$ cat src/rtl/dmem_arbiter.sv
// Round-robin arbiter sharing one data memory between the CPU load/store path and a debug/loader port.
// Optional stall statistics counter enabled by defining DMEM_ARB_STATS_EN.
module dmem_arbiter #(
  parameter int ADDR_W   = 16,
  parameter int DATA_W   = 16,
  parameter int MAX_LOCK = 8
) (
  input  logic              clk,
  input  logic              reset,
  input  logic              cpu_req,
  input  logic              cpu_we,
  input  logic [ADDR_W-1:0] cpu_addr,
  input  logic [DATA_W-1:0] cpu_wdata,
  output logic              cpu_gnt,
  output logic [DATA_W-1:0] cpu_rdata,
  output logic              cpu_rvalid,
  output logic              cpu_stall,
  input  logic              dbg_req,
  input  logic              dbg_we,
  input  logic              dbg_lock,
  input  logic [ADDR_W-1:0] dbg_addr,
  input  logic [DATA_W-1:0] dbg_wdata,
  output logic              dbg_gnt,
  output logic [DATA_W-1:0] dbg_rdata,
  output logic              dbg_rvalid,
  output logic [ADDR_W-1:0] mem_addr,
  output logic [DATA_W-1:0] mem_wdata,
  output logic              mem_we,
  input  logic [DATA_W-1:0] mem_rdata,
  output logic [15:0]       stall_cnt
);

  // state    | meaning
  // OWN_IDLE | nobody was granted last cycle
  // OWN_CPU  | CPU was granted last cycle
  // OWN_DBG  | debug was granted last cycle without lock
  // OWN_LOCK | debug was granted last cycle holding dbg_lock
  typedef enum logic [1:0] {
    OWN_IDLE = 2'd0,
    OWN_CPU  = 2'd1,
    OWN_DBG  = 2'd2,
    OWN_LOCK = 2'd3
  } owner_t;

  localparam logic [7:0] MAX_LOCK_C = 8'(MAX_LOCK);

  owner_t            owner_q, owner_d;
  logic              last_dbg_q, last_dbg_d;
  logic [7:0]        lock_cnt_q, lock_cnt_d;
  logic [ADDR_W-1:0] addr_hold_q;
  logic [DATA_W-1:0] wdata_hold_q;

  always_ff @(posedge clk or negedge reset) begin
    if (!reset) begin
      owner_q    <= OWN_IDLE;
      last_dbg_q <= 1'b1;
      lock_cnt_q <= 8'd0;
    end else begin
      owner_q    <= owner_d;
      last_dbg_q <= last_dbg_d;
      lock_cnt_q <= lock_cnt_d;
    end
  end

  always_comb begin
    cpu_gnt    = 1'b0;
    dbg_gnt    = 1'b0;
    owner_d    = OWN_IDLE;
    last_dbg_d = last_dbg_q;
    lock_cnt_d = 8'd0;

    if (reset) begin
      if (cpu_req && dbg_req) begin
        if (owner_q == OWN_LOCK) begin
          if (lock_cnt_q < MAX_LOCK_C) dbg_gnt = 1'b1;
          else                         cpu_gnt = 1'b1;
        end else if (last_dbg_q) begin
          cpu_gnt = 1'b1;
        end else begin
          dbg_gnt = 1'b1;
        end
      end else begin
        cpu_gnt = cpu_req;
        dbg_gnt = dbg_req;
      end
    end

    if (cpu_gnt) begin
      owner_d    = OWN_CPU;
      last_dbg_d = 1'b0;
    end else if (dbg_gnt) begin
      owner_d    = dbg_lock ? OWN_LOCK : OWN_DBG;
      last_dbg_d = 1'b1;
    end

    // The grant that first takes the lock is not counted; only grants while already locked are.
    if ((owner_q == OWN_LOCK) && dbg_gnt && dbg_lock && cpu_req && (lock_cnt_q != 8'hFF))
      lock_cnt_d = lock_cnt_q + 8'd1;
    else if ((owner_q == OWN_LOCK) && dbg_gnt && dbg_lock && cpu_req)
      lock_cnt_d = lock_cnt_q;
  end

  assign cpu_stall = cpu_req & ~cpu_gnt;

  always_comb begin
    mem_addr  = addr_hold_q;
    mem_wdata = wdata_hold_q;
    mem_we    = 1'b0;
    if (cpu_gnt) begin
      mem_addr  = cpu_addr;
      mem_wdata = cpu_wdata;
      mem_we    = cpu_we;
    end else if (dbg_gnt) begin
      mem_addr  = dbg_addr;
      mem_wdata = dbg_wdata;
      mem_we    = dbg_we;
    end
  end

  always_ff @(posedge clk or negedge reset) begin
    if (!reset) begin
      addr_hold_q  <= '0;
      wdata_hold_q <= '0;
    end else if (cpu_gnt || dbg_gnt) begin
      addr_hold_q  <= mem_addr;
      wdata_hold_q <= mem_wdata;
    end
  end

  always_ff @(posedge clk or negedge reset) begin
    if (!reset) begin
      cpu_rdata  <= '0;
      cpu_rvalid <= 1'b0;
      dbg_rdata  <= '0;
      dbg_rvalid <= 1'b0;
    end else begin
      cpu_rvalid <= cpu_gnt & ~cpu_we;
      dbg_rvalid <= dbg_gnt & ~dbg_we;
      if (cpu_gnt && !cpu_we) cpu_rdata <= mem_rdata;
      if (dbg_gnt && !dbg_we) dbg_rdata <= mem_rdata;
    end
  end

`ifdef DMEM_ARB_STATS_EN
  logic [15:0] stall_cnt_q;

  always_ff @(posedge clk or negedge reset) begin
    if (!reset)
      stall_cnt_q <= 16'h0000;
    else if (cpu_stall && (stall_cnt_q != 16'hFFFF))
      stall_cnt_q <= stall_cnt_q + 16'd1;
  end

  assign stall_cnt = stall_cnt_q;
`else
  assign stall_cnt = 16'h0000;
`endif

endmodule

$ cat config.mk
export PLATFORM = sky130hd
export DESIGN_NAME = dmem_arbiter
export DESIGN_NICKNAME = d
export VERILOG_FILES = /design/src/rtl/dmem_arbiter.sv
export SDC_FILE = /design/constraint.sdc
export NUM_CORES = 1
export LEC_CHECK = 0
export BUFFER_PORTS_ARGS = -buffer_cell sky130_fd_sc_hd__buf_2
export CORE_AREA = 2 2 92 94
export CTS_CLUSTER_DIAMETER = 30
export DETAILED_ROUTE_END_ITERATION = 6
export DIE_AREA = 0 0 94 96
export GPL_ROUTABILITY_DRIVEN = 0
export PLACE_DENSITY = 0.78
export SLEW_MARGIN = 20
export SYNTH_ARGS = -nofsm -noshare
export SYNTH_HDL_FRONTEND = slang
export SYNTH_SLANG_ARGS = --single-unit
export TNS_END_PERCENT = 5
$ cat constraint.sdc
create_clock -name clk -period 3 [get_ports clk]
set_input_delay 0.6 -clock clk [delete_from_list [all_inputs] [get_ports clk]]
set_output_delay 0.6 -clock clk [all_outputs]
set_load 0.01 [all_outputs]
## Yosys cells after proc, flatten, opt, wreduce, memory -nomap -nowiden

Cells that the tools add are included.

- Bitwise operators: 6
- Reductions and logical operators: 11
- Equality and inequality tests: 3
- Mux-type cells: 23
- $lt $le $gt $ge: 1
- Add/sub/neg operators: 1

Operator list:

| operator | count |
|---|---|
| $mux W16 | 4 |
| $mux W8 | 2 |
| $mux W1 | 15 |
| $add A8 B1 Y8 const B | 1 |
| $lt A8 B4 Y1 const B | 1 |
| $ne A8 B8 Y1 const B | 1 |
| $logic_and A1 B1 Y1 | 7 |
| $mux W2 | 2 |
| $and A1 B1 Y1 | 3 |
| $not A1 Y1 | 3 |
| $eq A2 B2 Y1 const B | 1 |
| $logic_not A1 Y1 | 2 |
| $ne A2 B1 Y1 const B | 1 |
| $reduce_bool A2 Y1 | 1 |
| $logic_or A1 B1 Y1 | 1 |

- Input bits: 87
- Output and inout bits: 86
- Logic and storage cells: 54
- Register bits: 77

## Depth between registers and ports, before layout

Gate-level depths: netlist of run 1.

- Word-level depth: 10
- Mapped depth: 6
- Depth with buffers taken out: 5

## Worst setup path before layout of run 1

Ideal clock, no wire load.

- Path kind: flip-flop to output port
- Start point: register lock_cnt_q[4]
- End point: output mem_addr[0]
- Required time: 2,400 ps
- Setup slack: 391 ps
- Data arrival time: 2,009 ps
- Buffers on the path: 2
- Stages on the path, launching flop included: 7
- Path through: dfrtp_1 or4_4 o31ai_2 a21oi_1 buf_2 buf_2 a221o_1

- Cells in the longest elaborated chain, start to end: 7
- Elaborated cells on any way between the ends: 11
- Classes of those cells: order compare (1); mux (10)

RTL lines:

| item | RTL line | RTL |
|---|---|---|
| start: declaration | 49 | `logic [7:0] lock_cnt_q, lock_cnt_d;` |
| start signal: assignment | 61 | `lock_cnt_q <= lock_cnt_d;` |
| $lt A8 B4 Y1 (*) | 75 | `if (lock_cnt_q < MAX_LOCK_C) dbg_gnt = 1'b1;` |
| $mux W1 | 75 |  |
| $mux W1 | 74 | `if (owner_q == OWN_LOCK) begin` |
| $mux W1 | 73 | `if (cpu_req && dbg_req) begin` |
| $mux W1 | 72 | `if (reset) begin` |
| $mux W16 | 113 | `end else if (dbg_gnt) begin` |
| $mux W16 (*) | 109 | `if (cpu_gnt) begin` |
| end: declaration | 26 | `output logic [ADDR_W-1:0] mem_addr,` |

Every way passes the cells marked *; elsewhere a longest branch is shown, timed or not.

## Worst setup path in the final report of run 1

- Start point: register lock_cnt_q[4]
- End point: output mem_addr[6]

Same word-level chain as after synthesis.

==> results of run 1 <==
[final cells by class]
cell class                 count  area, µm²
antenna                        1       2.50
clock buffer                  11        141
clock inverter                 5       81.3
fill                         686       3230
inverter                       1       3.75
multi-input combinational    178       1580
sequential                    77       1930
tap                          105        131
timing repair buffer         170        956
[state kept, by name (all words and copies together), names as in the netlist]
signal / flops
last_dbg_q: 1
owner_q: 2
cpu_rvalid: 1
dbg_rvalid: 1
dbg_rdata: 16
wdata_hold_q: 16
cpu_rdata: 16
lock_cnt_q: 8
addr_hold_q: 16
[per-layer routing]
metal	wire length (µm)	share of wire, %	up-vias	track usage, %
met3	394	4.4	21	3.92
met5	0	0	-	0
met1	3680	41	1523	21.9
li1	-	-	1363	-
met4	233	2.6	0	9.54
met2	4740	52	104	32.4
[power breakdown]
group | leakage [nW] | switching, mW | internal [mW] | total (mW)
sequential | 0.941 | 0.0685 | 1.22 | 1.28
clock | 0.110 | 0.365 | 0.493 | 0.858
combinational | 1.34 | 0.389 | 0.413 | 0.802
total | 2.39 | 0.823 | 2.12 | 2.94
[through the flow]
step / power (mW) / TNS (ns) / cell area, µm²
floorplan: 1.76 / 0 / 3700
global placement: 2.06 / 0 / 4490
detailed placement: 2.08 / 0 / 4490
CTS: 2.96 / -0.448 / 4740
global route: 3.10 / -0.0700 / 4820
finish: 2.94 / 0 / 4820
[synth_stat cells (all sizes together), types with 2 or more instances]
| cell type | number | area [µm²] |
|---|---|---|
| a221o | 64 | 641 |
| or4 | 2 | 22.5 |
| a211oi | 2 | 25.0 |
| nor2 | 5 | 21.3 |
| a21o | 3 | 22.5 |
| and4 | 2 | 17.5 |
| and2 | 32 | 200 |
| buf | 28 | 186 |
| mux2 | 32 | 394 |
| nand2 | 4 | 15.0 |
| dfrtp | 76 | 1900 |
| clkbuf | 7 | 26.3 |
[worst reg2reg max path, stage by stage (launching register included)]
cell and delay, ns:
sky130_fd_sc_hd__dfrtp_1 0.39, sky130_fd_sc_hd__or4_4 0.56, sky130_fd_sc_hd__o311a_4 0.37, sky130_fd_sc_hd__nor3_4 0.15
sky130_fd_sc_hd__buf_4 0.31, sky130_fd_sc_hd__mux2_2 0.38
[cells in the final DEF, fill, tap and decap left out, types with 2 or more instances in the layout]
cell,netlist,layout
sky130_fd_sc_hd__and4_1,2,2
sky130_fd_sc_hd__buf_12,0,2
sky130_fd_sc_hd__conb_1,1,20
sky130_fd_sc_hd__a211oi_2,2,2
sky130_fd_sc_hd__or4_4,2,2
sky130_fd_sc_hd__nand2_1,4,4
sky130_fd_sc_hd__buf_6,1,2
sky130_fd_sc_hd__mux2_4,9,9
sky130_fd_sc_hd__buf_4,16,9
sky130_fd_sc_hd__clkbuf_16,0,2
sky130_fd_sc_hd__buf_2,11,155
sky130_fd_sc_hd__clkbuf_8,0,10
sky130_fd_sc_hd__mux2_2,23,23
sky130_fd_sc_hd__a21o_1,3,3
sky130_fd_sc_hd__nor2_1,4,4
sky130_fd_sc_hd__bufinv_16,0,2
sky130_fd_sc_hd__and2_1,32,32
sky130_fd_sc_hd__a221o_1,64,64
sky130_fd_sc_hd__dfrtp_1,76,76
[worst max path at each step]
stage | startpoint | end | slack (ns) | cells after the start
5_1_grt | lock_cnt_q[4]$_DFFE_PN0P_ | mem_wdata[5] | -0.01 | 6
4_1_cts | lock_cnt_q[4]$_DFFE_PN0P_ | mem_addr[6] | -0.03 | 6
2_1_floorplan | lock_cnt_q[4]$_DFFE_PN0P_ | mem_addr[0] | 0.39 | 6
6_report | lock_cnt_q[4]$_DFFE_PN0P_ | mem_addr[6] | 0.03 | 6
3_5_place_dp | lock_cnt_q[3]$_DFFE_PN0P_ | mem_addr[6] | 0.19 | 6
3_3_place_gp | lock_cnt_q[4]$_DFFE_PN0P_ | mem_addr[6] | 0.26 | 6
[repair_timing]
item	in CTS	in global routing
setup buffers	1	3
setup endpoints to repair	32	32
endpoints found under the hold margin	0	0
gates resized for setup	4	2
gates cloned	0	2
pin swaps	4	3
[cell families after synthesis]
family / Yosys count / synth area share [%]
fa+ha+maj: 1 / 0.345
flops: 77 / 53.2
buf+inv: 36 / 5.97
mux: 32 / 10.9
other cells: 1 / 0.103
simple gates: 50 / 8.91
compound gates: 75 / 20.6
==> impl_metrics.csv, run 1 <==
group,metric,value,unit
clock_network,cts-htree-levels,3,
synth,synth-seq-area-share,53.2,%
timing,finalHoldViolations,0,
cells_and_area,post_route_cells_drive_above_1_share,51.8,%
synth,ys_seq_elements,77,
die,die_outline_area,9020,µm²
drt,detailedRoute.firstIterationViolations,145,
setup_path,required,2.40,ns
die,dieHeight,96,µm
grt,vias_in_the_first_global_route,2728,
setup_path,cpMaxStageDelayCell,"sky130_fd_sc_hd__or4_4",
timing,maxSlewViolCount,0,
die,fp.coreArea,8050,µm²
drt,finalWirelength,9050,µm
clock_network,holdBufCountCts,0,
timing,timing.final.ws_setup,0.0304,ns
synth,mappedNetlistArea,3620,µm²
timing,timing.final.crit_period,2.97,ns
setup_path,worst_r2r_startpoint,"lock_cnt_q[4]$_DFFE_PN0P_",
timing,clock.fmax,0.337,GHz
setup_path,r2r.worst_path.cells,5,
grt,grt-ovfl-total,0,
setup_path,kind_of_capture_point_of_the_worst_setup_path,"output port",
clock_network,clk_pin_slew,0.08,ns
setup_path,cp_max_fo,23,
grt,grt_use_total,18.7,%
setup_path,reg2reg_to,"dbg_rdata[15]$_DFFE_PN0P_",
power_and_ir_drop,leakage,2.39,nW
placement,hpwl,6330,µm
synth,syn_area_per_cell,13.3,µm²
timing,rsz_0062_raised_after_global_routing,"true",
grt,pin_count_of_the_biggest_net_entering_global_routing,54,
drt,routedWlPerCell,16.5,µm
die,boundaryPins,173,
grt,grt_antenna_before_repair,1,
setup_path,cp.buffers_inverters,2,
clock_network,cts-buffers-inserted,9,
drt,vias_per_cell,5.49,
synth,postSynthCellCount,272,
placement,place_worst_setup_slack,0.185,ns
worst_hold_path,worst_hold_path_type,"input pin to asynchronous set/reset pin",
drt,via_count,3011,
setup_path,cpPeakStageDelay,0.56,ns
placement,place.port_buffers,156,
timing,worst_clock_skew_on_the_final_layout,0.0134,ns
clock_network,cts_root_buf,"sky130_fd_sc_hd__clkbuf_8",
clock_network,clockBufferDepth,2,
synth,synth.yosys.warnings,0,
cells_and_area,layout.core_utilization,59.9,%
synth,synth_edf_count,0,
grt,grt_pass1_wl,13000,µm
synth,ys_async_sr_fraction,100,%
cells_and_area,finalNetCount,525,
power_and_ir_drop,vdd_drop_max,0.321,mV
synth,dominantRegCellSynth,"sky130_fd_sc_hd__dfrtp_1",
cells_and_area,non_filler_instance_count_after_layout,548,
setup_path,r2r_setup_slack,0.71,ns
setup_path,startpoint_type,"flop",
die,dieWidth,94,µm
cells_and_area,flow.area_growth_from_synthesis,33.1,%
setup_path,path_cells,"or4_4 > o31ai_4 > a21oi_4 > buf_12 > a221o_1 > buf_2",
timing,max_slew.worst_pin.slew,1.00,ns
die,initial_core_util,45.0,%
run,drv.max_cap_violation_count,0,
timing,finalSetupViolCount,0,
timing,hold_ws,0.157,ns
timing,part_of_the_cycle_the_worst_path_needs,99.0,%
clock_network,cts_tree,"done",
drt,postRouteAntennaNets,0,
clock_network,tritoncts_num_sinks,77,
die,std_cell_rows,33,
placement,placedCellCount,525,
synth,post_synth_num_cell_types,31,
timing,worst_slew_margin_rel,33.0,%
drt,drtPass1Iterations,4,
run_status,run_status,"complete, no violations",
setup_path,timing.critical_path.max_delay_family,"compound AO/OA/AOI/OAI gates",
clock_network,worst_skew_pair.late_latency,0.34,ns
drt,remaining_drc_errors,0,
power_and_ir_drop,power.density,610,nW/µm²
setup_path,crit_arrival,2.37,ns
setup_path,timing.setup.critical_path_class,"flop to output port",
(Power assumes the default switching activity.)
==> run 2: changes to the inputs <==
- CORE_AREA: 2 2 92 94 -> 2 2 89 91
- DIE_AREA: 0 0 94 96 -> 0 0 91 93
- PLACE_DENSITY: 0.78 -> 0.83
- clock period: 3 -> 3.5 ns (I/O delays scaled with it)
==> run 2 against run 1 <==
Net effect:
- routed wire length shrank 3.2%
- register-to-register slack improved by 0.53 ns
- worst setup slack improved by 0.21 ns
- sequential cell count did not move
- global-route usage increased by 1.9 points
- non-clock buffer count shrank 7
- worst hold slack improved by 0.097 ns
- power is 18% lower
==> impl_metrics.csv, run 2 (synthesis gave the netlist of run 1 again) <==
group,metric,value,unit
timing,max_slew.worst_pin.slew,0.666,ns
clock_network,clockBufferDepth,2,
timing,finalHoldViolations,0,
setup_path,crit_arrival,2.56,ns
drt,drtPass1Iterations,4,
setup_path,cpMaxStageDelayCell,"sky130_fd_sc_hd__or4_4",
drt,met3WireLength,438,µm
timing,worst_clock_skew_on_the_final_layout,0.0109,ns
setup_path,timing.critical_path.max_delay_family,"simple AND/OR/NAND/NOR gates",
timing,part_of_the_cycle_the_worst_path_needs,93.3,%
grt,vias_in_the_first_global_route,2748,
worst_hold_path,worst_hold_path_type,"input pin to asynchronous set/reset pin",
power_and_ir_drop,leakage,2.33,nW
clock_network,resized_cells_post_cts,0,
cells_and_area,diodes,0,
drt,wl_met2,4610,µm
setup_path,path_cells,"or4_4 > o311a_4 > nor2_4 > buf_12 > a221o_1 > buf_2",
drt,remaining_drc_errors,0,
drt,met1Wirelength,3530,µm
drt,finalWirelength,8760,µm
grt,pin_count_of_the_biggest_net_entering_global_routing,69,
setup_path,cpPeakStageDelay,0.52,ns
setup_path,required,2.80,ns
drt,routedWlPerCell,16.3,µm
grt,grt_pass1_wl,13700,µm
setup_path,timing.setup.critical_path_class,"flop to output port",
run,drv.max_cap_violation_count,0,
cells_and_area,layout_commonest_cell,"sky130_fd_sc_hd__buf_2",
drt,postRouteAntennaNets,0,
die,boundaryPins,173,
cells_and_area,area.sequential,1930,µm²
cells_and_area,layout.core_utilization,62.2,%
drt,vias_per_cell,5.39,
cells_and_area,layout_common_cells,"sky130_fd_sc_hd__buf_2, sky130_fd_sc_hd__dfrtp_1, sky130_fd_sc_hd__a221o_1",
grt,grt_use_total,20.5,%
timing,rsz_0062_raised_after_global_routing,"false",
clock_network,holdBufCountCts,0,
setup_path,worst-path-stages,6,
grt,grt-ovfl-total,0,
die,initial_core_util,48.2,%
die,dieWidth,91,µm
setup_path,r2r.worst_path.cells,5,
timing,clock.fmax,0.306,GHz
clock_network,clk_pin_slew,0.08,ns
setup_path,cp_max_fo,43,
drt,via_count,2894,
die,fp.coreArea,7530,µm²
setup_path,kind_of_capture_point_of_the_worst_setup_path,"output port",
drt,highest_signal_layer,"met4",
die,std_cell_rows,32,
cells_and_area,flow.area_growth_from_synthesis,29.1,%
timing,maxSlewViolCount,0,
clock_network,cts-buffers-inserted,9,
setup_path,startpoint_type,"flop",
placement,hpwl,6470,µm
clock_network,tritoncts_num_sinks,77,
timing,finalSetupViolCount,0,
timing,worst_slew_margin_rel,55.6,%
clock_network,worst_skew_pair.late_latency,0.34,ns
drt,detailedRoute.firstIterationViolations,158,
power_and_ir_drop,vdd_drop_max,0.420,mV
clock_network,cts-htree-levels,3,
timing,totalNegativeSetupSlack,0,ns
cells_and_area,finalNetCount,518,
die,dieHeight,93,µm
setup_path,cp.buffers_inverters,2,
power_and_ir_drop,power.density,516,nW/µm²
cells_and_area,multiInputGateArea,1570,µm²
run_status,run_status,"complete, no violations",
grt,grt_antenna_before_repair,0,
die,die_outline_area,8460,µm²
clock_network,cts_tree,"done",
cells_and_area,post_route_cells_drive_above_1_share,51.0,%
cells_and_area,nFillCells,625,
placement,place.port_buffers,156,
clock_network,cts_root_buf,"sky130_fd_sc_hd__clkbuf_8",
clock_network,post-cts-setup-buffer-count,0,
timing,timing.final.crit_period,3.26,ns
[run 2: cell count changes in the layout (fill, tap and decap cells not counted), sizes merged]
| cell | change |
|---|---|
| bufinv | -1 |
| inv | -1 |
| clkbuf | -4 |
| clkinv | +4 |
| buf | -5 |
| diode | -1 |
[run 2: power breakdown]
group | internal [mW] | switching [mW]
combinational | 0.341 | 0.327
sequential | 1.04 | 0.0619
clock | 0.325 | 0.316
total | 1.71 | 0.706
[run 2: worst register-to-register path, cell delays in order (launching register included)]
cell and delay (ns):
sky130_fd_sc_hd__dfrtp_1 0.44, sky130_fd_sc_hd__or4_4 0.52, sky130_fd_sc_hd__o311a_4 0.36, sky130_fd_sc_hd__nor3_4 0.15, sky130_fd_sc_hd__buf_4 0.31, sky130_fd_sc_hd__mux2_2 0.38
[run 2: worst paths after layout]
check / start / to / slack (ns)
max reg2reg: lock_cnt_q[3]$_DFFE_PN0P_ / dbg_rdata[2]$_DFFE_PN0P_ / 1.24
min in group clk: lock_cnt_q[0]$_DFFE_PN0P_ / lock_cnt_q[0]$_DFFE_PN0P_ / 0.48
max in group asynchronous: reset / cpu_rdata[11]$_DFFE_PN0P_ / 2.28
max: lock_cnt_q[3]$_DFFE_PN0P_ / mem_addr[8] / 0.24
min reg2reg: lock_cnt_q[0]$_DFFE_PN0P_ / lock_cnt_q[0]$_DFFE_PN0P_ / 0.48
min: reset / addr_hold_q[13]$_DFFE_PN0P_ / 0.25
[run 2: final cells by class]
class | count | area share (%)
flip-flops and latches | 77 | 41.2
multi-input cells | 178 | 33.5
repair buffers | 163 | 18.4
well taps | 102 | 2.73
clock buffers | 9 | 2.65
clock inverters | 7 | 1.42
inverters | 1 | 0.0802
[run 2: metrics by stage]
stage | total power, mW | hold WS, ns | area, µm² | setup slack, ns | std cells
2_1_floorplan | 1.51 | 0.404 | 3700 | 0.791 | 291
3_3_place_gp | 1.76 | 0.466 | 4490 | 0.657 | 521
3_5_place_dp | 1.79 | 0.475 | 4490 | 0.604 | 521
4_1_cts | 2.44 | 0.254 | 4680 | 0.227 | 537
5_1_grt | 2.55 | 0.261 | 4680 | 0.117 | 537
6_report | 2.41 | 0.255 | 4680 | 0.236 | 537
[run 2: metal layers]
layer  track usage (%)  up-vias
met1              25.7     1448
met5                 0        -
met4              7.95        0
met3              4.92       16
met2              34.8       85
li1                  -     1345
